File: config.mk
export PLATFORM = sky130hd
export DESIGN_NAME = io_timer_flat
export DESIGN_NICKNAME = d
export VERILOG_FILES = /design/src/rtl/io_timer_pkg.sv /design/src/rtl/io_bus_interface.sv /design/src/rtl/io_timer_channel.sv /design/src/rtl/io_timer.sv /design/src/flat_wrapper.sv
export SDC_FILE = /design/constraint.sdc
export NUM_CORES = 1
export LEC_CHECK = 0
export CORE_AREA = 5 5 195 197
export CTS_BUF_LIST = sky130_fd_sc_hd__clkbuf_2
export CTS_CLUSTER_DIAMETER = 80
export DETAILED_ROUTE_END_ITERATION = 10
export DIE_AREA = 0 0 200 202
export MAX_ROUTING_LAYER = met4
export PLACE_DENSITY = 0.79
export SKIP_CTS_REPAIR_TIMING = 1
export SLEW_MARGIN = 20
export SYNTH_ARGS = -nofsm -noshare
export SYNTH_HDL_FRONTEND = slang
export SYNTH_HIERARCHICAL = 1
export SYNTH_SLANG_ARGS = --single-unit
File: constraint.sdc
create_clock -name clk -period 3.3 [get_ports clk]
set_input_delay 0.66 -clock clk [delete_from_list [all_inputs] [get_ports clk]]
set_output_delay 0.66 -clock clk [all_outputs]
set_load 0.02 [all_outputs]
File: src/rtl/io_timer_pkg.sv
// Shared definitions for the io_timer peripheral: register offsets within a
// channel block and the packed CONTROL register layout.
package io_timer_pkg;

    localparam int unsigned ChanStride = 16;

    localparam logic [3:0] OffCount   = 4'h0;
    localparam logic [3:0] OffReload  = 4'h4;
    localparam logic [3:0] OffControl = 4'h8;
    localparam logic [3:0] OffStatus  = 4'hC;

    typedef struct packed {
        logic ie;
        logic en;
    } timer_control_t;

    function automatic logic [31:0] control_word(input timer_control_t ctrl);
        return {30'd0, ctrl};
    endfunction

endpackage

File: src/rtl/io_bus_interface.sv
// Processor IO bus: single-cycle write strobe, read data returned one cycle later.
interface io_bus_interface;

    logic        write_en;
    logic        read_en;
    logic [31:0] address;
    logic [31:0] write_data;
    logic [31:0] read_data;

    modport slave (
        input  write_en,
        input  read_en,
        input  address,
        input  write_data,
        output read_data
    );

    modport master (
        output write_en,
        output read_en,
        output address,
        output write_data,
        input  read_data
    );

endinterface

File: src/rtl/io_timer_channel.sv
// One countdown channel: COUNT/RELOAD/CONTROL registers, pending flag and a
// registered interrupt level.
module io_timer_channel
    import io_timer_pkg::*;
(
    input  logic           clk,
    input  logic           reset,
    input  logic           tick_i,
    input  logic           count_we_i,
    input  logic           reload_we_i,
    input  logic           control_we_i,
    input  logic           status_we_i,
    input  logic [31:0]    write_data_i,
    output logic [31:0]    count_o,
    output logic [31:0]    reload_o,
    output timer_control_t control_o,
    output logic           pending_o,
    output logic           irq_o
);

    logic [31:0]    count_q, count_d;
    logic [31:0]    reload_q, reload_d;
    timer_control_t control_q, control_d;
    logic           pending_q, pending_d;
    logic           irq_q, irq_d;
    logic           active;
    logic           expire;

    always_comb begin
        count_d   = count_q;
        reload_d  = reload_q;
        control_d = control_q;
        pending_d = pending_q;
        irq_d     = pending_q & control_q.ie;

        active = tick_i && control_q.en;
        // A software COUNT write on the expiry edge suppresses the expiry entirely.
        expire = active && (count_q == 32'd1) && !count_we_i;

        if (active && (count_q > 32'd1)) begin
            count_d = count_q - 32'd1;
        end else if (expire) begin
            count_d = reload_q;
            if (reload_q == 32'd0) begin
                control_d.en = 1'b0;
            end
        end

        if (count_we_i) begin
            count_d = write_data_i;
        end
        if (reload_we_i) begin
            reload_d = write_data_i;
        end
        if (control_we_i) begin
            control_d = timer_control_t'(write_data_i[1:0]);
        end

        // Set has priority over write-1-to-clear.
        if (status_we_i && write_data_i[0]) begin
            pending_d = 1'b0;
        end
        if (expire) begin
            pending_d = 1'b1;
        end
    end

    always_ff @(posedge clk or posedge reset) begin
        if (reset) begin
            count_q   <= '0;
            reload_q  <= '0;
            control_q <= '0;
            pending_q <= 1'b0;
            irq_q     <= 1'b0;
        end else begin
            count_q   <= count_d;
            reload_q  <= reload_d;
            control_q <= control_d;
            pending_q <= pending_d;
            irq_q     <= irq_d;
        end
    end

    assign count_o   = count_q;
    assign reload_o  = reload_q;
    assign control_o = control_q;
    assign pending_o = pending_q;
    assign irq_o     = irq_q;

endmodule

File: src/rtl/io_timer.sv
// Multi-channel countdown timer on the IO bus: shared prescaler, address
// decode, registered read port and one io_timer_channel per timer.
module io_timer
    import io_timer_pkg::*;
#(
    parameter logic [31:0] BASE_ADDRESS = 32'h300,
    parameter int unsigned NUM_TIMERS   = 4,
    parameter int unsigned PRESCALE     = 1
) (
    input  logic                  clk,
    input  logic                  reset,
    io_bus_interface.slave        io_bus,
    output logic [NUM_TIMERS-1:0] timer_interrupt
);

    localparam int unsigned PreW = 17;

    logic [PreW-1:0] presc_q, presc_d;
    logic            tick;

    logic            in_range;
    logic [1:0]      chan_sel;
    logic [3:0]      reg_off;

    logic [31:0]     count_a   [NUM_TIMERS];
    logic [31:0]     reload_a  [NUM_TIMERS];
    timer_control_t  control_a [NUM_TIMERS];
    logic [NUM_TIMERS-1:0] pending_a;

    logic [31:0]     rd_value;
    logic [31:0]     read_data_q, read_data_d;

    // Prescaler free-runs regardless of bus traffic.
    assign tick = (presc_q == PreW'(PRESCALE - 1));

    always_comb begin
        presc_d = tick ? '0 : presc_q + PreW'(1);
    end

    always_ff @(posedge clk or posedge reset) begin
        if (reset) begin
            presc_q <= '0;
        end else begin
            presc_q <= presc_d;
        end
    end

    // BASE_ADDRESS is 64-byte aligned, so channel and register come straight
    // from the low address bits once the full-width range check passes.
    assign in_range = (io_bus.address >= BASE_ADDRESS) &&
                      ({1'b0, io_bus.address} <
                       ({1'b0, BASE_ADDRESS} + 33'(NUM_TIMERS * ChanStride)));
    assign chan_sel = io_bus.address[5:4];
    assign reg_off  = {io_bus.address[3:2], 2'b00};

    for (genvar n = 0; n < NUM_TIMERS; n++) begin : g_chan
        logic wr_sel;

        assign wr_sel = io_bus.write_en && in_range && (chan_sel == 2'(n));

        io_timer_channel u_chan (
            .clk          (clk),
            .reset        (reset),
            .tick_i       (tick),
            .count_we_i   (wr_sel && (reg_off == OffCount)),
            .reload_we_i  (wr_sel && (reg_off == OffReload)),
            .control_we_i (wr_sel && (reg_off == OffControl)),
            .status_we_i  (wr_sel && (reg_off == OffStatus)),
            .write_data_i (io_bus.write_data),
            .count_o      (count_a[n]),
            .reload_o     (reload_a[n]),
            .control_o    (control_a[n]),
            .pending_o    (pending_a[n]),
            .irq_o        (timer_interrupt[n])
        );
    end

    always_comb begin
        rd_value = '0;
        for (int n = 0; n < NUM_TIMERS; n++) begin
            if (in_range && (chan_sel == 2'(n))) begin
                unique case (reg_off)
                    OffCount:   rd_value = count_a[n];
                    OffReload:  rd_value = reload_a[n];
                    OffControl: rd_value = control_word(control_a[n]);
                    default:    rd_value = {31'd0, pending_a[n]};
                endcase
            end
        end
    end

    // Sampled before the write edge lands, so a simultaneous write is not visible.
    always_comb begin
        read_data_d = io_bus.read_en ? rd_value : read_data_q;
    end

    always_ff @(posedge clk or posedge reset) begin
        if (reset) begin
            read_data_q <= '0;
        end else begin
            read_data_q <= read_data_d;
        end
    end

    assign io_bus.read_data = read_data_q;

endmodule

File: src/flat_wrapper.sv
// flat-port wrapper written by rule: the top's interface ports become plain ports
module io_timer_flat import io_timer_pkg::*;
#(
    parameter logic [31:0] BASE_ADDRESS = 32'h300,
    parameter int unsigned NUM_TIMERS   = 4,
    parameter int unsigned PRESCALE     = 1
)
  (clk, reset, timer_interrupt, io_bus_write_en, io_bus_read_en, io_bus_address, io_bus_write_data, io_bus_read_data);
  io_bus_interface io_bus_i ();
  input  logic clk;
  input  logic reset;
  output logic [NUM_TIMERS-1:0] timer_interrupt;
  input wire logic [$bits(io_bus_i.write_en)-1:0] io_bus_write_en;
  input wire logic [$bits(io_bus_i.read_en)-1:0] io_bus_read_en;
  input wire logic [$bits(io_bus_i.address)-1:0] io_bus_address;
  input wire logic [$bits(io_bus_i.write_data)-1:0] io_bus_write_data;
  output wire logic [$bits(io_bus_i.read_data)-1:0] io_bus_read_data;
  assign io_bus_i.write_en = io_bus_write_en;
  assign io_bus_i.read_en = io_bus_read_en;
  assign io_bus_i.address = io_bus_address;
  assign io_bus_i.write_data = io_bus_write_data;
  assign io_bus_read_data = io_bus_i.read_data;
  io_timer #(.BASE_ADDRESS(BASE_ADDRESS), .NUM_TIMERS(NUM_TIMERS), .PRESCALE(PRESCALE)) u_core (.clk(clk), .reset(reset), .io_bus(io_bus_i), .timer_interrupt(timer_interrupt));
endmodule
==> results of run 1 <==
## synth_stat cells, drive strengths merged (8+ instances only)
| cell | number |
|---|---|
| a211oi | 16 |
| a21o | 18 |
| a21oi | 118 |
| a221o | 10 |
| a221oi | 48 |
| a222oi | 8 |
| a22oi | 30 |
| a2bb2oi | 12 |
| a31o | 35 |
| a31oi | 16 |
| and2 | 12 |
| and3 | 11 |
| and4 | 12 |
| buf | 73 |
| clkbuf | 74 |
| dfrtp | 321 |
| ha | 10 |
| inv | 97 |
| mux2 | 154 |
| mux2i | 9 |
| mux4 | 64 |
| nand2 | 137 |
| nand3 | 53 |
| nand3b | 8 |
| nand4 | 66 |
| nor2 | 137 |
| nor2b | 41 |
| nor3 | 112 |
| nor4 | 96 |
| nor4b | 10 |
| o21a | 26 |
| o21ai | 131 |
| o22a | 14 |
| o22ai | 22 |
| or3 | 24 |
| or4 | 18 |
| xnor2 | 16 |
| xor2 | 15 |
## stage by stage
| step | setup WS [ns] | std cells |
|---|---|---|
| after global placement | -0.541 | 2785 |
| after CTS | 0.210 | 2942 |
| after floorplan | 0.0670 | 2159 |
| after global routing | 0.00117 | 2947 |
| final | 0.137 | 2948 |
| after detailed placement | -0.599 | 2785 |
## power groups by stage
stage               Combinational, W  Sequential (W)  Clock, W
floorplan                   0.000201         0.00401         0
global placement            0.000463         0.00401         0
detailed placement          0.000467         0.00401         0
CTS                         0.000469         0.00393   0.00292
global route                0.000500         0.00393   0.00314
finish                      0.000483         0.00393   0.00289
## sequential cells by signal, summed over array words and instances (netlist names)
name and cells:
u_core/g_chan.u_chan/control_o 8, u_core/presc_q 17, u_core/g_chan.u_chan/count_o 128, u_core/g_chan.u_chan/reload_o 128
u_core/io_bus.read_data 32, u_core/g_chan.u_chan/pending_o 4, u_core/g_chan.u_chan/irq_o 4
## final timing paths
kind,to,slack [ns],cells after the start
min reg2reg,u_core/presc_q[16],0.49,1
min,u_core/g_chan[1].u_chan/pending_o,0.17,2
max in group asynchronous,u_core/presc_q[5],2.20,3
min in group clk,u_core/g_chan[0].u_chan/count_o[1],0.28,5
max,u_core/g_chan[2].u_chan/count_o[24],0.14,11
max reg2reg,u_core/g_chan[2].u_chan/count_o[24],0.14,11
## cell families after synthesis
logic type | share of synthesized area
fa+ha+maj | 0.00587
buf+inv | 0.0538
xor+xnor | 0.0127
mux | 0.157
simple gates | 0.204
compound gates | 0.189
flops | 0.377
## layer usage
layer,track usage,vias to the layer above
met2,0.589,1702
met4,0.194,0
met5,-,-
li1,-,8894
met1,0.589,10400
met3,0.162,347
## cell type report
class	instances	share of cell area
sequential	321	0.325
inverter	99	0.0150
multi-input combinational	1592	0.492
antenna	6	0.000607
clock inverter	25	0.00380
timing repair buffer	305	0.113
tap	468	0.0237
clock buffer	132	0.0267
## worst reg2reg max path: stages (launching register included)
cell,delay [ns]
dfrtp_1,0.44
inv_1,0.08
ha_1,0.13
nor4b_1,0.21
and4_1,0.28
buf_12,0.17
nand3_1,0.17
buf_4,0.18
a21oi_1,0.61
a221oi_1,0.23
or3_1,0.43
o221a_2,0.13
==> impl_results.md, run 1 <==
* Status: completed
* Number of setup violations in the final report at 0
* Fin. max-slew vios at 0
* Met3 wire length at 13100 microns
* Vias/cell at 7.24
* Most common cell after layout, fill and taps aside: dfrtp_1
* CP Buf/Inv Count at 3
* Cell row count at 70
* Mapped Area at 21300 sq um
* Syn_area_per_cell at 9.87 sq um
* Min Tclk post-route at 3.16 ns
* Initial DRC count at 3329
* Synth top area share at 0.377
* Worst-Margin Slew at 0.979 ns
* Worst-Skew Late Latency at 1.06 ns
* GR Overflow Total at 0
* Post-Syn Nets at 2237
* WL per Instance at 29.5 microns
* CP startpoint: u_core/presc_q[0]
* First drt pass iteration count at 7
* M1 WL at 32800 microns
* Initial core utilization at 0.591
* Slew headroom at 0.345
* Maximum capacitance violations at 0
* PortBufs at 101
* Residual DRC at 0
* Worst reg2reg path startpoint: u_core/presc_q[0]
* Max Clock Freq at 0.316 GHz
* Leading area contributor after synthesis: dfrtp_1
* Register area at 8030 sq um
* Met2 wire length at 36100 microns
* Ports at 104
* Chip Height at 202 microns
* CTS tree: done
* Max H-tree Level at 3
* Critical path cell sequence: inv_1, ha_1, nor4b_1, and4_1, buf_12, nand3_1, buf_4, a21oi_1, a221oi_1, or3_1, o221a_2
* Fin. Hold Viols at 0
* Critical path arrival at 4.05 ns
* Int Pwr at 0.00514 W
* Final Routed Wirelength at 87100 microns
* Share of power burned in registers at 0.538
* DRT antenna net count at 0
* Design Area, Final at 24700 sq um
* Layout cells sized above 1 at 0.261
* Critical path class: reg2reg
* CTS root buf: clkbuf_2
* CP max stage delay at 0.61 ns
* TNS Setup at 0 ns
* Vias in the first global route at 20400
* Utilization after layout at 0.685
* Clock share of power at 0.395
* Critical path startpoint category: flop
* P_leak at 10.9 nW
* Top cells by area, synth: dfrtp_1, mux2_2, mux4_2
* Post-DP Area at 24000 sq um
* Seq/Total Area, Yosys at 0.377
* DR top layer: met4
* Worst Hold Class: in2async
* Hold_ws at 0.166 ns
* Post-synth top flop: dfrtp_1
* Core Region at 36100 sq um
* Max Buffers Root-to-Sink at 3
* WP data required at 4.19 ns
* Multi-input gate area at 12200 sq um
* Synth async-reset ratio at 1.00
* VDD IR-drop max at 0.309 mV
* Placer Congestion at 1.06
* Synthesized netlist cell count at 2159
* Clock Pin Slew Worst Setup and Hold Paths at 0.10 ns
* Yosys cell types at 86
* Design Power at 0.00730 W
* Post-synth EDFFs at 0
* Largest net degree at the start of global routing at 69
* Die X at 200 microns
* Sw power at 0.00216 W
* DIE AREA at 40400 sq um
* Layout area overhead at 16.0%
* CP endpoint kind: flop
* Switching share of power at 0.295
* Final period utilization at 0.958
* Most frequent cells in the layout: dfrtp_1, buf_4, mux2_2
* Crit path max fanout at 13
* Clock sinks at 321
* DP HPWL at 64700 microns
* Total GRT Usage at 0.437
* Pwr/cell area at 295 nW/um^2
* Flops & latches, synth at 321
* Fin nets at 2489
* Via count at 21400
* Final-layout fill cell count at 2882
* RSZ-0062 raised after global routing: false
* Worst Skew at 0.0831 ns
* Antenna violations before repair at 4
* CTS Buf Count at 92
* Comb power frac at 0.066
* Worst path slowest cell: a21oi_1
* Top delay family on crit path: simple AND/OR/NAND/NOR gates
* First-pass GRT wire length at 129000 microns
* Synth warn at 6
Note: power is estimated with default switching activity, not from simulation.
==> run 2, diff against run 1 <==
--- a/config.mk
+++ b/config.mk
@@ -6,7 +6,7 @@
 export NUM_CORES = 1
 export LEC_CHECK = 0
 export CORE_AREA = 5 5 195 197
-export CTS_BUF_LIST = sky130_fd_sc_hd__clkbuf_2
+export CTS_BUF_LIST = sky130_fd_sc_hd__clkbuf_8
 export CTS_CLUSTER_DIAMETER = 80
 export DETAILED_ROUTE_END_ITERATION = 10
 export DIE_AREA = 0 0 200 202
==> run 2 against run 1 <==
  * Count of clock-buffer cells in the layout fell by 57
  * Critical path depth did not move
  * Via count decreased by 0.44%
  * Hold slack better by 0.34 ns
  * Worst setup slack worse by 0.0057 ns
  * Design area rose by 1.8%
  * First-iteration DRC count increased by 3.6%
  * Power rose by 15%
  * Flip-flop and latch count is the same
  * Routed wire length rose by 0.24%
  * Highest routed layer unchanged
==> impl_results.md, run 2 (synthesis gave the netlist of run 1 again) <==
* Slew headroom at 0.351 (+0.00568)
* Max H-tree Level at 2 (-1)
* Critical path arrival at 3.74 ns (-0.31 ns)
* Max Buffers Root-to-Sink at 3 (unchanged)
* Critical path class: reg2reg
* Most frequent cells in the layout: dfrtp_1, buf_4, mux2_2
* Core Region at 36100 sq um (unchanged)
* Clock Pin Slew Worst Setup and Hold Paths at 0.06 ns (-0.04 ns)
* First-pass GRT wire length at 130000 microns (about the same)
* CTS Buf Count at 57 (-38%)
* Post-DP Area at 24000 sq um (unchanged)
* Total GRT Usage at 0.437 (+0.000545)
* Cell row count at 70 (unchanged)
* Pwr/cell area at 332 nW/um^2 (+13%)
* Chip Height at 202 microns (unchanged)
* Worst Skew at 0.0313 ns (-0.0518 ns)
* VDD IR-drop max at 0.332 mV (+7.3%)
* Top delay family on crit path: simple AND/OR/NAND/NOR gates
* Max Clock Freq at 0.316 GHz (-0.18%)
* Register area at 8030 sq um (unchanged)
* Number of setup violations in the final report at 0 (unchanged)
* Largest net degree at the start of global routing at 69 (unchanged)
* CP endpoint kind: flop
* RR Endpoint: u_core/g_chan[2].u_chan/count_o[24]
* Min Tclk post-route at 3.17 ns (+0.00565 ns)
* Fin nets at 2454 (-1.4%)
* Layout cells sized above 1 at 0.249 (-0.0119)
* Worst reg2reg path startpoint: u_core/presc_q[0]
* Utilization after layout at 0.698 (+0.0123)
* WP data required at 3.87 ns (-0.32 ns)
* GR Overflow Total at 0 (unchanged)
* First drt pass iteration count at 7 (unchanged)
* Final Routed Wirelength at 87300 microns (+0.24%)
* CP Depth at 11 (unchanged)
* Placer Congestion at 1.06 (unchanged)
* DRT antenna net count at 0 (unchanged)
* Worst Hold Class: reg2reg
* Critical path startpoint category: flop
* Most common cell after layout, fill and taps aside: dfrtp_1
* R2R cell count at 11 (unchanged)
* Vias in the first global route at 20300 (-0.51%)
* CP startpoint: u_core/presc_q[0]
* Clock sinks at 321 (unchanged)
* Fin. max-slew vios at 0 (unchanged)
* DP HPWL at 64700 microns (unchanged)
* Crit path max fanout at 13 (unchanged)
* Worst-Skew Late Latency at 0.69 ns (-0.37 ns)
* Fin. Hold Viols at 0 (unchanged)
* Critical path cell sequence: inv_1, ha_1, nor4b_1, and4_1, buf_12, nand3_1, buf_4, a21oi_1, a221oi_1, or3_1, o221a_2
* CP endpoint: u_core/g_chan[2].u_chan/count_o[24]
* Via count at 21300 (-0.44%)
* Layout area overhead at 18.1%
* DIE AREA at 40400 sq um (unchanged)
* Ports at 104 (unchanged)
* PortBufs at 101 (unchanged)
* Die X at 200 microns (unchanged)
* CTS tree: done
* WL per Instance at 30.2 microns (+2.2%)
* Vias/cell at 7.35 (+1.5%)
* Initial DRC count at 3449 (+3.6%)
* Antenna violations before repair at 2 (-2)
* P_leak at 11.0 nW (+0.83%)
* Design Area, Final at 25200 sq um (+1.8%)
* Final-layout fill cell count at 2780 (-3.5%)
* Multi-input gate area at 12200 sq um (+0.21%)
* Worst path slowest cell: a21oi_1
* Setup slack, reg-to-reg at 0.13 ns (about the same)
* CP Buf/Inv Count at 3 (unchanged)
* CP max stage delay at 0.59 ns (-0.02 ns)
* Status: completed
* Final period utilization at 0.960 (+0.00171)
* RSZ-0062 raised after global routing: false
* Maximum capacitance violations at 0 (unchanged)
* Worst-Margin Slew at 0.970 ns (-0.00849 ns)
* Hold_ws at 0.507 ns (+0.342 ns)
* CTS root buf: clkbuf_8
* Initial core utilization at 0.591 (unchanged)
* Residual DRC at 0 (unchanged)
## run 2: cell count changes in the layout (fill, tap and decap cells not counted), sizes merged
cell      delta
clkbuf      -57
clkinvlp     +2
bufinv       +1
clkinv      -15
inv         +15
diode        -3
## run 2: cell type report
cell class / count / share of cell area
sequential: 321 / 0.319
clock inverter: 28 / 0.00597
tap: 468 / 0.0233
timing repair buffer: 305 / 0.111
multi-input combinational: 1592 / 0.485
clock buffer: 75 / 0.0410
antenna: 3 / 0.000298
inverter: 99 / 0.0148
## run 2: where the power goes
part	switching [W]	internal [W]	total [W]
sequential	0.00000000253	0.00394	0.00394
clock	0.00185	0.00210	0.00394
combinational	0.000325	0.000156	0.000481
## run 2: layer usage
| layer | track usage | up-vias | share of wire |
|---|---|---|---|
| li1 | - | 8775 | - |
| met1 | 0.588 | 10300 | 0.37 |
| met2 | 0.594 | 1829 | 0.41 |
| met3 | 0.163 | 363 | 0.16 |
| met4 | 0.187 | 0 | 0.058 |
| met5 | - | - | 0 |
## run 2: per-stage QoR
stage                     setup WS [ns]  total power (W)  instances  TNS [ns]
final                             0.132          0.00836       2891         0
after global routing             0.0555          0.00858       2890         0
after CTS                        0.0766          0.00835       2888         0
after detailed placement         -0.599          0.00448       2785    -40.87
after global placement           -0.541          0.00447       2785    -25.35
after floorplan                  0.0670          0.00421       2159         0
## run 2: worst register-to-register path, delay by kind of cell (launching register included)
family,cells,cell delay [ns]
simple gates,4,1.13
fa+ha+maj,1,0.13
compound gates,3,0.94
flops,1,0.43
buf+inv,3,0.42
## run 2: worst min path at each step
stage	from	endpoint	slack, ns	cells after the start
2_1_floorplan	u_core/presc_q[16]	u_core/presc_q[16]	0.45	1
3_3_place_gp	u_core/presc_q[16]	u_core/presc_q[16]	0.46	1
3_5_place_dp	u_core/presc_q[16]	u_core/presc_q[16]	0.48	1
4_1_cts	u_core/presc_q[11]	u_core/presc_q[11]	0.50	1
5_1_grt	u_core/presc_q[5]	u_core/presc_q[5]	0.52	1
6_report	u_core/presc_q[14]	u_core/presc_q[14]	0.51	1
==> RTL change (flow settings as in run 2) <==
Put a register stage on the output `timer_interrupt`, cleared by the reset. The value now appears one clock later. The other outputs are not delayed to match.
--- a/src/rtl/io_timer.sv
+++ b/src/rtl/io_timer.sv
@@ -14,6 +14,8 @@
 );
 
     localparam int unsigned PreW = 17;
+
+    logic [NUM_TIMERS-1:0] timer_interrupt_d;
 
     logic [PreW-1:0] presc_q, presc_d;
     logic            tick;
@@ -71,7 +73,7 @@
             .reload_o     (reload_a[n]),
             .control_o    (control_a[n]),
             .pending_o    (pending_a[n]),
-            .irq_o        (timer_interrupt[n])
+            .irq_o        (timer_interrupt_d[n])
         );
     end
 
@@ -104,5 +106,13 @@
 
     assign io_bus.read_data = read_data_q;
 
+    always_ff @(posedge clk or posedge reset) begin
+        if (reset) begin
+            timer_interrupt <= '0;
+        end else begin
+            timer_interrupt <= timer_interrupt_d;
+        end
+    end
+
 endmodule
 
Check against the original RTL: not equivalent (a bounded check fails within 10 cycles, from zero or initial values and one cycle with reset high).
==> RTL change against run 2 <==
- non-clock buffer count increased by 15
- routed wire length increased by 1.0%
- via count increased by 1.4%
- worst setup slack got worse by 0.052 ns
- power increased by 3.3%
- sequential cell count increased by 4
- cell count increased by 2.3%
- largest power group is now clock
- design area increased by 0.23%
- synthesized area about the same
==> RTL change: results (changes against run 2) <==
status=complete, no violations (unchanged); htree depth=2 (unchanged); Placer Congestion=1.063 (was 1.064); WP data arrival=3.81 ns (was 3.74 ns); Detailed Place HPWL=63780 um (was 64700 um); initial antenna violation count=0 (was 2); global-route wire length before repair=128900 um (was 129500 um); drt first-iter violations=3294 (was 3449); relative slew slack=31.18% (was 35.11%); final net count=2521 (was 2454); largest net degree at the start of global routing=69 (unchanged); synth top area cells=dfrtp_1, mux2_2, mux4_2, mux2i_1, nand2_1 (was dfrtp_1, mux2_2, mux4_2, a21oi_1, mux4_1); HP Class=flop to flop (unchanged); FILL cells=2815 (was 2780); vias in the first global route=20900 (was 20300); Async SR Flop Fraction=100.0% (unchanged); clock buffer depth=3 (unchanged); clock slew at reported path FFs=0.06 ns (about the same); post-placement setup slack=-0.6036 ns (was -0.5994 ns); top cells by count, synth=dfrtp_1, nand2_1, nor2_1 (was dfrtp_1, mux2_2, nand2_1); Leakage Power=10.98 nW (about the same); clk_lat worst skew=slightly below 0.7 ns; routed len/inst=29.82 um (was 30.19 um); Clock Tree Root=clkbuf_8 (unchanged); via count=21570 (was 21260); Crit path largest cell delay=0.72 ns (was 0.59 ns); Worst Reg2Reg Path Length in Cells=9 (was 11); share of cells above drive strength 1=24.57% (was 24.92%); unique cell type count in the Yosys netlist=85 (was 86); 1st-pass router iterations=9 (was 7); yosys synthesis warning count=6 (unchanged); total global routing track utilization=43.66% (was 43.72%); critical path peak fanout=10 (was 13); syn nets=2290 (was 2237); Seq/Total Area, Yosys=38.15% (was 37.69%); Crit-path slowest cell=or4b_2 (was a21oi_1); worst hold path stage count=0 (was 1); VDD IR-drop max=0.3984 mV (was 0.3320 mV); clock skew=0.02333 ns (was 0.03134 ns); top_reg_cell synth=dfrtp_1 (unchanged); cts bufs inserted=58 (was 57); IO Port Bufs=101 (unchanged)
## RTL change: layout make-up
cell class	count	area [um^2]	share of cell area, %
Clock inverter	25	170.2	0.6745
Timing Repair Buffer	320	2800	11.10
Inverter	101	379.1	1.503
Antenna cell	3	7.507	0.02976
Clock buffer	79	1087	4.310
Multi-Input combinational cell	1637	12070	47.83
Sequential cell	325	8133	32.24
Tap cell	468	585.6	2.321
## RTL change: report_power, final
group          internal [mW]  switching [mW]
sequential              3.99      0.00000262
clock                   2.28            1.84
combinational          0.162           0.369
total                   6.43            2.21
## RTL change: final timing paths
path	from	to	slack (ns)
max reg2reg	u_core/g_chan[2].u_chan/count_o[0]$_DFFE_PP0P_	u_core/g_chan[2].u_chan/count_o[27]$_DFFE_PP0P_	0.08
max in group asynchronous	reset	u_core/presc_q[4]$_DFF_PP0_	1.97
min	u_core/g_chan[2].u_chan/irq_o$_DFF_PP0_	u_core/timer_interrupt[2]$_DFF_PP0_	0.36
min in group asynchronous	reset	u_core/g_chan[1].u_chan/reload_o[24]$_DFFE_PP0P_	0.43
max	u_core/g_chan[2].u_chan/count_o[0]$_DFFE_PP0P_	u_core/g_chan[2].u_chan/count_o[27]$_DFFE_PP0P_	0.08
min reg2reg	u_core/g_chan[2].u_chan/irq_o$_DFF_PP0_	u_core/timer_interrupt[2]$_DFF_PP0_	0.36
## RTL change: logic make-up after synthesis
| kind of cell | Yosys count | synth area share (%) |
|---|---|---|
| xor+xnor | 31 | 1.274 |
| mux | 237 | 14.49 |
| flops | 325 | 38.15 |
| fa+ha+maj | 10 | 0.5869 |
| buf+inv | 250 | 5.534 |
| compound gates | 582 | 19.78 |
| simple gates | 777 | 20.18 |
## RTL change: through the flow
step / cells / setup TNS [ns] / area [um^2]
floorplan: 2212 / 0 / 21320
global placement: 2851 / -34.32 / 23950
detailed placement: 2851 / -51.81 / 23950
CTS: 2955 / 0 / 25200
global route: 2955 / -0.006777 / 25220
finish: 2958 / 0 / 25230
## RTL change: worst max-delay path, delay by kind of cell (launching register included)
kind	cells	cell delay, ns
buffers and inverters	2	0.43
AO/OA/AOI/OAI	4	0.78
flip-flops	1	0.45
adder cells (fa/ha/maj)	1	0.31
AND/OR/NAND/NOR	2	1.17
## RTL change: metal layers
| layer | track usage (%) | part of all wire, % | wire length, um | vias up |
|---|---|---|---|---|
| met3 | 9.735 | 12 | 10690 | 490 |
| met2 | 64.69 | 44 | 38710 | 1700 |
| met5 | - | 0 | 0 | - |
| met1 | 54.00 | 36 | 31350 | 10420 |
| li1 | - | - | - | 8953 |
| met4 | 27.61 | 8.4 | 7447 | 0 |
